[config.mk]
export PLATFORM = sky130hd
export DESIGN_NAME = hex_seg_reader
export DESIGN_NICKNAME = d
export VERILOG_FILES = /design/src/rtl/hex_seg_pkg.sv /design/src/rtl/hex_seg_reader_seg7_to_nibble.sv /design/src/rtl/hex_seg_reader.sv
export SDC_FILE = /design/constraint.sdc
export NUM_CORES = 1
export LEC_CHECK = 0
export BUFFER_PORTS_ARGS = -buffer_cell sky130_fd_sc_hd__clkbuf_2
export CORE_MARGIN = 2
export CORE_UTILIZATION = 47
export DETAILED_ROUTE_END_ITERATION = 8
export PLACE_DENSITY = 0.79
export SYNTH_ARGS = -nofsm -noshare
export SYNTH_HDL_FRONTEND = slang
export SYNTH_SLANG_ARGS = --single-unit
export TNS_END_PERCENT = 10
[constraint.sdc]
create_clock -name clock -period 1.9 [get_ports clock]
set_input_delay 0.095 -clock clock [delete_from_list [all_inputs] [get_ports clock]]
set_output_delay 0.095 -clock clock [all_outputs]
set_load 0.02 [all_outputs]
[src/rtl/hex_seg_pkg.sv]
// Shared constants and types for the 7-segment read-back checker.
// Latency: n/a (definitions only).
// Backpressure: n/a.
// Contents: active-low segment patterns {g,f,e,d,c,b,a} for hex digits 0..F,
//           the all-off blank pattern, and the output-holding FSM state type.
package hex_seg_pkg;

   localparam logic [6:0] SEG_0     = 7'h40;
   localparam logic [6:0] SEG_1     = 7'h79;
   localparam logic [6:0] SEG_2     = 7'h24;
   localparam logic [6:0] SEG_3     = 7'h30;
   localparam logic [6:0] SEG_4     = 7'h19;
   localparam logic [6:0] SEG_5     = 7'h12;
   localparam logic [6:0] SEG_6     = 7'h02;
   localparam logic [6:0] SEG_7     = 7'h78;
   localparam logic [6:0] SEG_8     = 7'h00;
   localparam logic [6:0] SEG_9     = 7'h10;
   localparam logic [6:0] SEG_A     = 7'h08;
   localparam logic [6:0] SEG_B     = 7'h03;
   localparam logic [6:0] SEG_C     = 7'h46;
   localparam logic [6:0] SEG_D     = 7'h21;
   localparam logic [6:0] SEG_E     = 7'h06;
   localparam logic [6:0] SEG_F     = 7'h0E;
   localparam logic [6:0] SEG_BLANK = 7'h7F;

   typedef enum logic {
      ST_EMPTY = 1'b0,
      ST_FULL  = 1'b1
   } state_t;

endpackage

[src/rtl/hex_seg_reader_seg7_to_nibble.sv]
// Decodes one active-low 7-segment pattern back to its hex nibble.
// Latency: combinational.
// Backpressure: none.
// Ports: seg_n[6:0] in ({g..a}, 0 = lit); hit out (pattern is legal); nibble[3:0] out.
// Config macro: HEX_SEG_READER_BLANK_EN -- when defined, the all-off pattern is a
//               legal blank digit decoded as nibble 0; otherwise it is illegal.
module seg7_to_nibble
   import hex_seg_pkg::*;
(
   input  logic [6:0] seg_n,
   output logic       hit,
   output logic [3:0] nibble
);

`ifdef HEX_SEG_READER_BLANK_EN
   localparam logic BLANK_OK = 1'b1;
`else
   localparam logic BLANK_OK = 1'b0;
`endif

   always_comb begin
      hit    = 1'b1;
      nibble = 4'h0;
      case (seg_n)
         SEG_0:   nibble = 4'h0;
         SEG_1:   nibble = 4'h1;
         SEG_2:   nibble = 4'h2;
         SEG_3:   nibble = 4'h3;
         SEG_4:   nibble = 4'h4;
         SEG_5:   nibble = 4'h5;
         SEG_6:   nibble = 4'h6;
         SEG_7:   nibble = 4'h7;
         SEG_8:   nibble = 4'h8;
         SEG_9:   nibble = 4'h9;
         SEG_A:   nibble = 4'hA;
         SEG_B:   nibble = 4'hB;
         SEG_C:   nibble = 4'hC;
         SEG_D:   nibble = 4'hD;
         SEG_E:   nibble = 4'hE;
         SEG_F:   nibble = 4'hF;
         default: hit    = BLANK_OK && (seg_n == SEG_BLANK);
      endcase
   end

endmodule

[src/rtl/hex_seg_reader.sv]
// Recovers a multi-digit hex word from a scanned active-low 7-segment bus.
// Latency: word presented 2 cycles after the final digit's acceptance cycle.
// Backpressure: value held while value_valid && !value_ready; a word completing
//               then is dropped and flags overrun.
// Ports: clock, resetn (async assert, synchronised release); seg_n/seg_idx/seg_valid
//        sample input; value/value_valid/value_ready output handshake;
//        err (sticky, stable illegal pattern), overrun (sticky, word dropped).
// Config macro: HEX_SEG_READER_BLANK_EN (see seg7_to_nibble).
module hex_seg_reader
   import hex_seg_pkg::*;
#(
   parameter int DIGITS        = 3,
   parameter int IDXW          = 2,
   parameter int STABLE_CYCLES = 4
)
(
   input  logic                  clock,
   input  logic                  resetn,
   input  logic [6:0]            seg_n,
   input  logic [IDXW-1:0]       seg_idx,
   input  logic                  seg_valid,
   output logic [4*DIGITS-1:0]   value,
   output logic                  value_valid,
   input  logic                  value_ready,
   output logic                  err,
   output logic                  overrun
);

   localparam int               W       = 4 * DIGITS;
   localparam int               CW      = (STABLE_CYCLES > 1) ? $clog2(STABLE_CYCLES) : 1;
   localparam logic [CW-1:0]    CNT_MAX = CW'(STABLE_CYCLES - 1);
   localparam logic [IDXW:0]    DIG_LIM = (IDXW+1)'(DIGITS);

   // Reset: assertion reaches every flop at once, release is re-timed to clock.
   logic rst_meta_q;
   logic rst_n;

   always_ff @(posedge clock or negedge resetn) begin
      if (!resetn) begin
         rst_meta_q <= 1'b0;
         rst_n      <= 1'b0;
      end else begin
         rst_meta_q <= 1'b1;
         rst_n      <= rst_meta_q;
      end
   end

   // ---------------- glitch filter ----------------
   logic [CW-1:0]     cnt_q, cnt_d;
   logic [6+IDXW:0]   prev_q, prev_d;
   logic              accept;
   logic              take;
   logic              same;

   // Out-of-range digit positions are invisible to the filter.
   assign take = seg_valid && ({1'b0, seg_idx} < DIG_LIM);
   assign same = ({seg_n, seg_idx} == prev_q);

   always_comb begin
      cnt_d  = cnt_q;
      prev_d = prev_q;
      accept = 1'b0;
      if (take) begin
         if (same) begin
            // Saturating, so a long stable run raises only one acceptance.
            if (cnt_q != CNT_MAX) begin
               cnt_d  = cnt_q + 1'b1;
               accept = (cnt_d == CNT_MAX);
            end
         end else begin
            cnt_d  = '0;
            prev_d = {seg_n, seg_idx};
            // A single required sample accepts on the first sight of a new pattern.
            accept = (CNT_MAX == '0);
         end
      end
   end

   // ---------------- decode, slots and mask ----------------
   logic              hit;
   logic [3:0]        nibble;
   logic [W-1:0]      slot_q, slot_d;
   logic [DIGITS-1:0] mask_q, mask_d;
   logic              err_q, err_d;
   logic              complete;

   seg7_to_nibble u_dec (
      .seg_n  (seg_n),
      .hit    (hit),
      .nibble (nibble)
   );

   assign complete = &mask_q;

   always_comb begin
      slot_d = slot_q;
      mask_d = complete ? '0 : mask_q;
      err_d  = err_q;
      if (accept) begin
         if (hit) begin
            for (int k = 0; k < DIGITS; k++) begin
               if (int'(seg_idx) == k) begin
                  slot_d[4*k +: 4] = nibble;
                  mask_d[k]        = 1'b1;
               end
            end
         end else begin
            err_d = 1'b1;
         end
      end
   end

   // ---------------- output holding FSM ----------------
   state_t            st_q, st_d;
   logic [W-1:0]      value_q, value_d;
   logic              overrun_q, overrun_d;

   always_comb begin
      st_d      = st_q;
      value_d   = value_q;
      overrun_d = overrun_q;
      case (st_q)
         ST_EMPTY: begin
            if (complete) begin
               st_d    = ST_FULL;
               value_d = slot_q;
            end
         end
         ST_FULL: begin
            if (complete && value_ready) begin
               value_d = slot_q;
            end else if (complete) begin
               overrun_d = 1'b1;
            end else if (value_ready) begin
               st_d = ST_EMPTY;
            end
         end
         default: st_d = ST_EMPTY;
      endcase
   end

   always_ff @(posedge clock or negedge rst_n) begin
      if (!rst_n) begin
         cnt_q     <= '0;
         prev_q    <= '0;
         slot_q    <= '0;
         mask_q    <= '0;
         err_q     <= 1'b0;
         st_q      <= ST_EMPTY;
         value_q   <= '0;
         overrun_q <= 1'b0;
      end else begin
         cnt_q     <= cnt_d;
         prev_q    <= prev_d;
         slot_q    <= slot_d;
         mask_q    <= mask_d;
         err_q     <= err_d;
         st_q      <= st_d;
         value_q   <= value_d;
         overrun_q <= overrun_d;
      end
   end

   assign value       = value_q;
   assign value_valid = (st_q == ST_FULL);
   assign err         = err_q;
   assign overrun     = overrun_q;

endmodule

==> out/qor.yml, run 1 <==
synthAdderAreaFrac_pct: 1.14
h-tree-depth: 2
worstMarginPinSlew_ns: 0.585
min_period_over_period_pct: 101
rows: 24
period_minus_slack_ns: 1.92
synthXorXnorAreaFrac_pct: 4.39
final_max_slew_viol_count: 0
place_hpwl_um: 2960
synth_compound_area_share_pct: 12.4
synthArstFlopShare_pct: 100
grt_pass1_vias: 1578
synthCells: 180
max_freq_mhz: 521
ios: 28
syn_avg_cell_area_um2: 12.2
drt-initial-drc-count: 86
clock_path_buffers: 2
pre_cts_slack_ns: -0.127
vias: 1576
ant_nets: 0
fin_nets: 246
initial_core_util_pct: 49.7
finClkSkew_ns: 0.00710
cpPeakStageDelay_ns: 0.39
ir_worst_vdd_mv: 0.460
hold_viol: 0
ys_seq_area_share_pct: 49.1
place_congestion: 0.882
grt_pass1_wl_um: 7080
antenna_cells: 0
cp_slowest_cell: "dfrtp_1"
drive_above_1_share_pct: 39.7
cp-start-kind: "flop"
synth_top_family_by_area: "multiplexers"
leakage_nw: 1.33
maxCapViolations: 0
synthesis.nets: 195
syn_area_mm2: 0.00219
syn2layout_area_growth_pct: 22.7
synthSimpleGateAreaFrac_pct: 13.1
overflow: 0
final_util_pct: 61.0
ys_ff_latch: 43
die_y_um: 72.3
wl_per_cell_um: 14.6
core_mm2: 0.00441
cp-end-kind: "flop"
yosysUniqueCellTypes: 45
holdCritPathClass: "in2reg"
ys.flop_type: "dfrtp_1"
portBuffers: 27
path_class: "reg2reg"
cts_tree: "built"
ys_warn_count: 0
cp_max_fo: 5
synth.area.mux_share_pct: 17.4
via_per_inst: 5.55
antenna_found_initial: 0
num-fill-cells: 371
gr-usage-all-layers_pct: 17.6
dieWidth_um: 72.3
dieArea_mm2: 0.00523
grt_max_degree: 42
drc: 0
clkTransAtPathRegs_ns: 0.08
crit_arrival_ns: 2.10
finalSetupViolations: 4
insertion_delay_ns: 0.29
routed_wl_um: 4140
required_ns: 2.08
layout_setup_ws_ns: -0.0178
p_per_area_mw_per_mm2: 644
path_cells: "xor2_1 -> nor4_1 -> buf_4 -> nand4_1 -> a41oi_4 -> mux2_4"
clkSinkCount: 43
cts_buffers: 5
status: "finished, violations left"
synth_edf_count: 0
slew_headroom_pct: 60.5
dr.pass1.iters: 5
violations: "setup timing"
rsz0062_at_grt: "yes"
root_buffer: "clkbuf_8"
-- timing repair --
action,in CTS,in global routing
hold endpoints to repair,2,0
setup endpoints to repair,12,13
pin swaps,2,1
hold buffers,1,0
setup buffers,2,1
resized for setup,2,4
-- logic make-up after synthesis --
kind of cell,after synthesis
xor gates and xnor gates,11
and+or+nand+nor,49
adders and majority gates,2
buffers and inverters,12
muxes,34
other,1
DFF,43
AOI/OAI and AO/OA,28
-- flip-flops by register name (all words and copies together) (netlist names), 2 cells and up --
| register | flops |
|---|---|
| cnt_q | 2 |
| mask_q | 3 |
| prev_q | 9 |
| slot_q | 12 |
| value | 12 |
-- path summary, 6_finish.rpt --
check	from	to	slack, ns	cells past startpoint
setup / recovery	prev_q[7]$_DFFE_PN0P_	slot_q[9]$_DFFE_PN0P_	-0.02	6
hold / removal	seg_valid	err$_DFFE_PN0P_	0.09	3
setup reg to reg	prev_q[7]$_DFFE_PN0P_	slot_q[9]$_DFFE_PN0P_	-0.02	6
hold reg to reg	rst_n$_DFF_PN0_	slot_q[3]$_DFFE_PN0P_	0.30	1
max in group asynchronous	rst_n$_DFF_PN0_	value[4]$_DFFE_PN0P_	1.26	1
min in group asynchronous	resetn	rst_meta_q$_DFF_PN0_	0.11	2
-- placed cells by master, fill, tap and decap left out, types with 3 or more instances in the layout --
cell,count
or4_1,3
nand2_1,7
nand2b_1,4
clkbuf_8,5
nor4_1,4
a21o_1,4
mux2_2,21
mux2_1,8
nand4_1,5
nor3_1,3
buf_4,23
o21ai_0,3
a21oi_1,4
mux2_4,4
nor2b_1,3
clkbuf_2,27
xor2_1,10
nor2_1,8
a41oi_4,3
dfrtp_1,43
-- critical path, delay by kind of cell, from the launching register on --
| kind | cells | cell delay, ns |
|---|---|---|
| buffers and inverters | 1 | 0.17 |
| AOI/OAI and AO/OA | 1 | 0.36 |
| DFF | 1 | 0.39 |
| and+or+nand+nor | 2 | 0.41 |
| muxes | 1 | 0.34 |
| xor gates and xnor gates | 1 | 0.14 |
-- through the flow --
stage               hold WS, ns  setup TNS [ns]  total power [mW]  cells  area [µm²]
finish                   0.0878         -0.0373              1.73    284        2690
global route              0.121          -0.706              1.81    284        2690
CTS                      0.0766         -0.0139              1.76    283        2660
detailed placement       -0.118           -1.30              1.20    272        2540
global placement         -0.119           -1.04              1.19    272        2540
floorplan                -0.201               0              1.11    180        2190
-- cells in the mapped netlist, drive strengths merged, types with 3 or more instances --
cell type	n	share of area, %
nor4	4	1.1
nor2b	3	0.86
nand2	7	1.2
nor2	9	1.7
a21o	4	1.4
nand4	5	1.4
or4	3	1.0
inv	3	0.51
mux2	33	17
nand2b	4	1.1
xor2	10	4.0
o21ai	3	0.68
nor3	3	0.68
clkbuf	3	0.51
dfrtp	43	49
buf	6	1.3
a41oi	3	3.8
a21oi	4	0.91
-- report_power, final --
| part | total (mW) | internal (mW) | switching, mW | leakage (nW) |
|---|---|---|---|---|
| combinational | 0.222 | 0.105 | 0.118 | 0.714 |
| clock | 0.553 | 0.257 | 0.297 | 0.0412 |
| sequential | 0.959 | 0.943 | 0.0162 | 0.576 |
-- per-layer routing --
layer  GRT usage [%]  vias up  part of all wire (%)
met5               0        -                     0
met4            7.34        0                   1.8
met3            3.75       10                   3.6
met2            29.5       35                    51
met1            22.1      760                    44
li1                -      771                     -
-- cell type report --
type                       instances  area (µm²)  share of cell area [%]
inverter                           3        11.3                   0.418
timing repair buffer              53         358                    13.3
clock buffer                       6        72.6                    2.70
multi-input combinational        125        1100                    40.7
clock inverter                     2        12.5                   0.465
sequential                        43        1080                    40.0
tap                               52        65.1                    2.42
Power figures use the tool's default switching activity.
==> inputs of run 2 (changes only) <==
- SYNTH_HIERARCHICAL: not set -> 1
==> out/qor.yml, run 2 <==
holdCritPathClass: "in2reg"  # unchanged
synthArstFlopShare_pct: 100  # unchanged
synthCells: 204  # was 180
cp-end-kind: "flop"  # unchanged
ant_nets: 0  # unchanged
synthAdderAreaFrac_pct: 1.14  # about the same
rr_worst_depth: 6  # unchanged
clkTransAtPathRegs_ns: 0.08  # about the same
dr.pass1.iters: 4  # was 5
p_per_area_mw_per_mm2: 651  # was 644 mW/mm²
ios: 28  # unchanged
layout_common_cells: "dfrtp_1 (43), buf_4 (39), nand2_1 (35)"  # was dfrtp_1 (43), clkbuf_2 (27), buf_4 (23)
final_util_pct: 64.1  # was 61.0%
synth_area_leaders: "dfrtp_1 (49%), mux2_2 (13%), nand2_1 (6.0%)"  # was dfrtp_1 (49%), mux2_2 (11%), mux2_1 (6.2%)
worstMarginPinSlew_ns: 0.501  # was 0.585 ns
status: "finished clean"  # was finished, violations left
routed_wl_um: 4340  # was 4140 µm
synth_top_family_by_area: "simple AND/OR/NAND/NOR gates"  # was multiplexers
leakage_nw: 1.44  # was 1.33 nW
ir_worst_vdd_mv: 0.364  # was 0.460 mV
wl_per_cell_um: 13.6  # was 14.6 µm
maxCapViolations: 0  # unchanged
min_period_over_period_pct: 97.6  # was 101%
grt_pass1_wl_um: 7220  # was 7080 µm
synth.area.mux_share_pct: 12.8  # was 17.4%
grt_pass1_vias: 1624  # was 1578
synth_compound_area_share_pct: 7.46  # was 12.4%
synth_largest_area_cell: "dfrtp_1"  # unchanged
vias: 1719  # was 1576
synth.top_cell.area_share_pct: 48.9  # was 49.1%
synth.top_cells.by_count: "dfrtp_1 (43), nand2_1 (35), mux2_2 (25)"  # was dfrtp_1 (43), mux2_2 (21), mux2_1 (12)
overflow: 0  # unchanged
place_hpwl_um: 3190  # was 2960 µm
wl_met3_um: 155  # was 149 µm
num-fill-cells: 356  # was 371
fin_area_mm2: 0.00285  # was 0.00269 mm²
synth_edf_count: 0  # unchanged
clkSinkCount: 43  # unchanged
slew_headroom_pct: 66.6  # was 60.5%
drive_above_1_share_pct: 45.1  # was 39.7%
cts_buffers: 5  # unchanged
ys_ff_latch: 43  # unchanged
clock_path_buffers: 2  # unchanged
ys_seq_area_share_pct: 48.9  # was 49.1%
fin_nets: 282  # was 246
cts_tree: "built"  # unchanged
gr-usage-all-layers_pct: 17.8  # was 17.6%
via_per_inst: 5.37  # was 5.55
final_common_cell: "dfrtp_1"  # unchanged
antenna_found_initial: 0  # unchanged
ys_warn_count: 6  # was 0
portBuffers: 27  # unchanged
dieArea_mm2: 0.00524  # was 0.00523 mm²
rows: 24  # unchanged
yosysMostFrequentCell: "dfrtp_1"  # unchanged
insertion_delay_ns: 0.30  # was 0.29 ns
rsz0062_at_grt: "yes"  # unchanged
antenna_cells: 0  # unchanged
power.total_mw: 1.85  # was 1.73 mW
period_minus_slack_ns: 1.85  # was 1.92 ns
grt_max_degree: 42  # unchanged
h-tree-depth: 2  # unchanged
syn_area_mm2: 0.00220  # was 0.00219 mm²
dr_wl_met2_um: 2140  # was 2110 µm
finalSetupViolations: 0  # was 4
drc: 0  # unchanged
synthesis.nets: 219  # was 195
drt-initial-drc-count: 95  # was 86
syn2layout_area_growth_pct: 29.6  # was 22.7%
root_buffer: "clkbuf_8"  # unchanged
hold_viol: 0  # unchanged
cp_max_fo: 6  # was 5
final_max_slew_viol_count: 0  # unchanged
highest_layer: "met4"  # unchanged
ys.flop_type: "dfrtp_1"  # unchanged
syn_avg_cell_area_um2: 10.8  # was 12.2 µm²
synthXorXnorAreaFrac_pct: 3.59  # was 4.39%
cp-start-kind: "primary input"  # was flop
crit_arrival_ns: 2.04  # was 2.10 ns
wl_met1_um: 1980  # was 1810 µm
path_class: "in2reg"  # was reg2reg
required_ns: 2.09  # was 2.08 ns
synthSimpleGateAreaFrac_pct: 21.7  # was 13.1%
placed_cell_area_mm2: 0.00260  # was 0.00254 mm²
place_congestion: 0.865  # was 0.882
finClkSkew_ns: 0.00569  # was 0.00710 ns
core_mm2: 0.00444  # was 0.00441 mm²
setup_tns_ns: 0  # was -0.0373 ns
min_path_cells: 3  # unchanged
initial_core_util_pct: 49.5  # was 49.7%
die_y_um: 72.4  # was 72.3 µm
yosysUniqueCellTypes: 48  # was 45
max_freq_mhz: 539  # was 521 MHz
dieWidth_um: 72.4  # was 72.3 µm
-- run 2: cell count changes in the layout (fill, tap and decap cells not counted), sizes merged, moves of 3 or more --
cell	previous run	this run
a21o	4	0
buf	25	45
clkbuf	33	26
mux2	33	25
nand2	7	35
nand3	1	4
nand4	5	9
nor3b	0	4
o21ai	3	8
or4	3	0
-- run 2: kinds of logic after synthesis --
family | Yosys count
mux | 25
simple gates | 85
flops | 43
fa+ha+maj | 2
buf+inv | 14
compound gates | 25
xor+xnor | 9
other cells | 1
-- run 2: what timing repair did --
item | 4_1_cts | 5_1_grt
gates resized for setup | 1 | 43
endpoints found under the setup margin | 4 | 15
hold buffers | 1 | 0
buffers inserted | 1 | 1
cloned | 0 | 0
hold endpoints to repair | 2 | 0
pin swaps | 1 | 10
-- run 2: area by class of cell --
| cell class | instances | area [µm²] | area share, % |
|---|---|---|---|
| multi-input cells | 147 | 1120 | 39.2 |
| inverters | 3 | 11.3 | 0.395 |
| repair buffers | 67 | 488 | 17.1 |
| clock buffers | 5 | 68.8 | 2.42 |
| flip-flops and latches | 43 | 1080 | 37.8 |
| well taps | 52 | 65.1 | 2.28 |
| clock inverters | 3 | 23.8 | 0.834 |
-- run 2: path summary, 6_finish.rpt --
path	start	end	slack, ns
max	seg_n[2]	slot_q[4]$_DFFE_PN0P_	0.05
min	value_ready	value_valid$_DFF_PN0_	0.09
max reg2reg	cnt_q[0]$_DFFE_PN0P_	slot_q[4]$_DFFE_PN0P_	0.19
min reg2reg	rst_n$_DFF_PN0_	slot_q[11]$_DFFE_PN0P_	0.30
max in group asynchronous	rst_n$_DFF_PN0_	prev_q[1]$_DFFE_PN0P_	1.25
min in group asynchronous	resetn	rst_meta_q$_DFF_PN0_	0.10
-- run 2: report_power, final --
part           switching, mW  internal (mW)
sequential            0.0196          0.945
combinational          0.166          0.134
clock                  0.327          0.263
-- run 2: critical path, stage by stage --
cell	delay (ns)
clkbuf_4	0.15
nor3b_4	0.18
o21ai_2	0.08
o31ai_2	0.28
a31oi_1	0.09
o211ai_1	0.23
nand3_2	0.17
nor3b_2	0.23
nand4_2	0.18
mux2_4	0.34
-- run 2: metal layers --
layer	up-vias	GRT usage (%)
met5	-	0
met4	0	6.38
met3	8	4.44
met2	35	29.2
met1	831	22.9
li1	845	-
-- run 2: through the flow --
| step | setup WS, ns | std cells | hold slack [ns] |
|---|---|---|---|
| floorplan | -0.0195 | 204 | -0.201 |
| global placement | -0.274 | 309 | -0.118 |
| detailed placement | -0.343 | 309 | -0.114 |
| CTS | 0.0119 | 319 | 0.0848 |
| global route | -0.146 | 320 | 0.114 |
| finish | 0.0464 | 320 | 0.0908 |
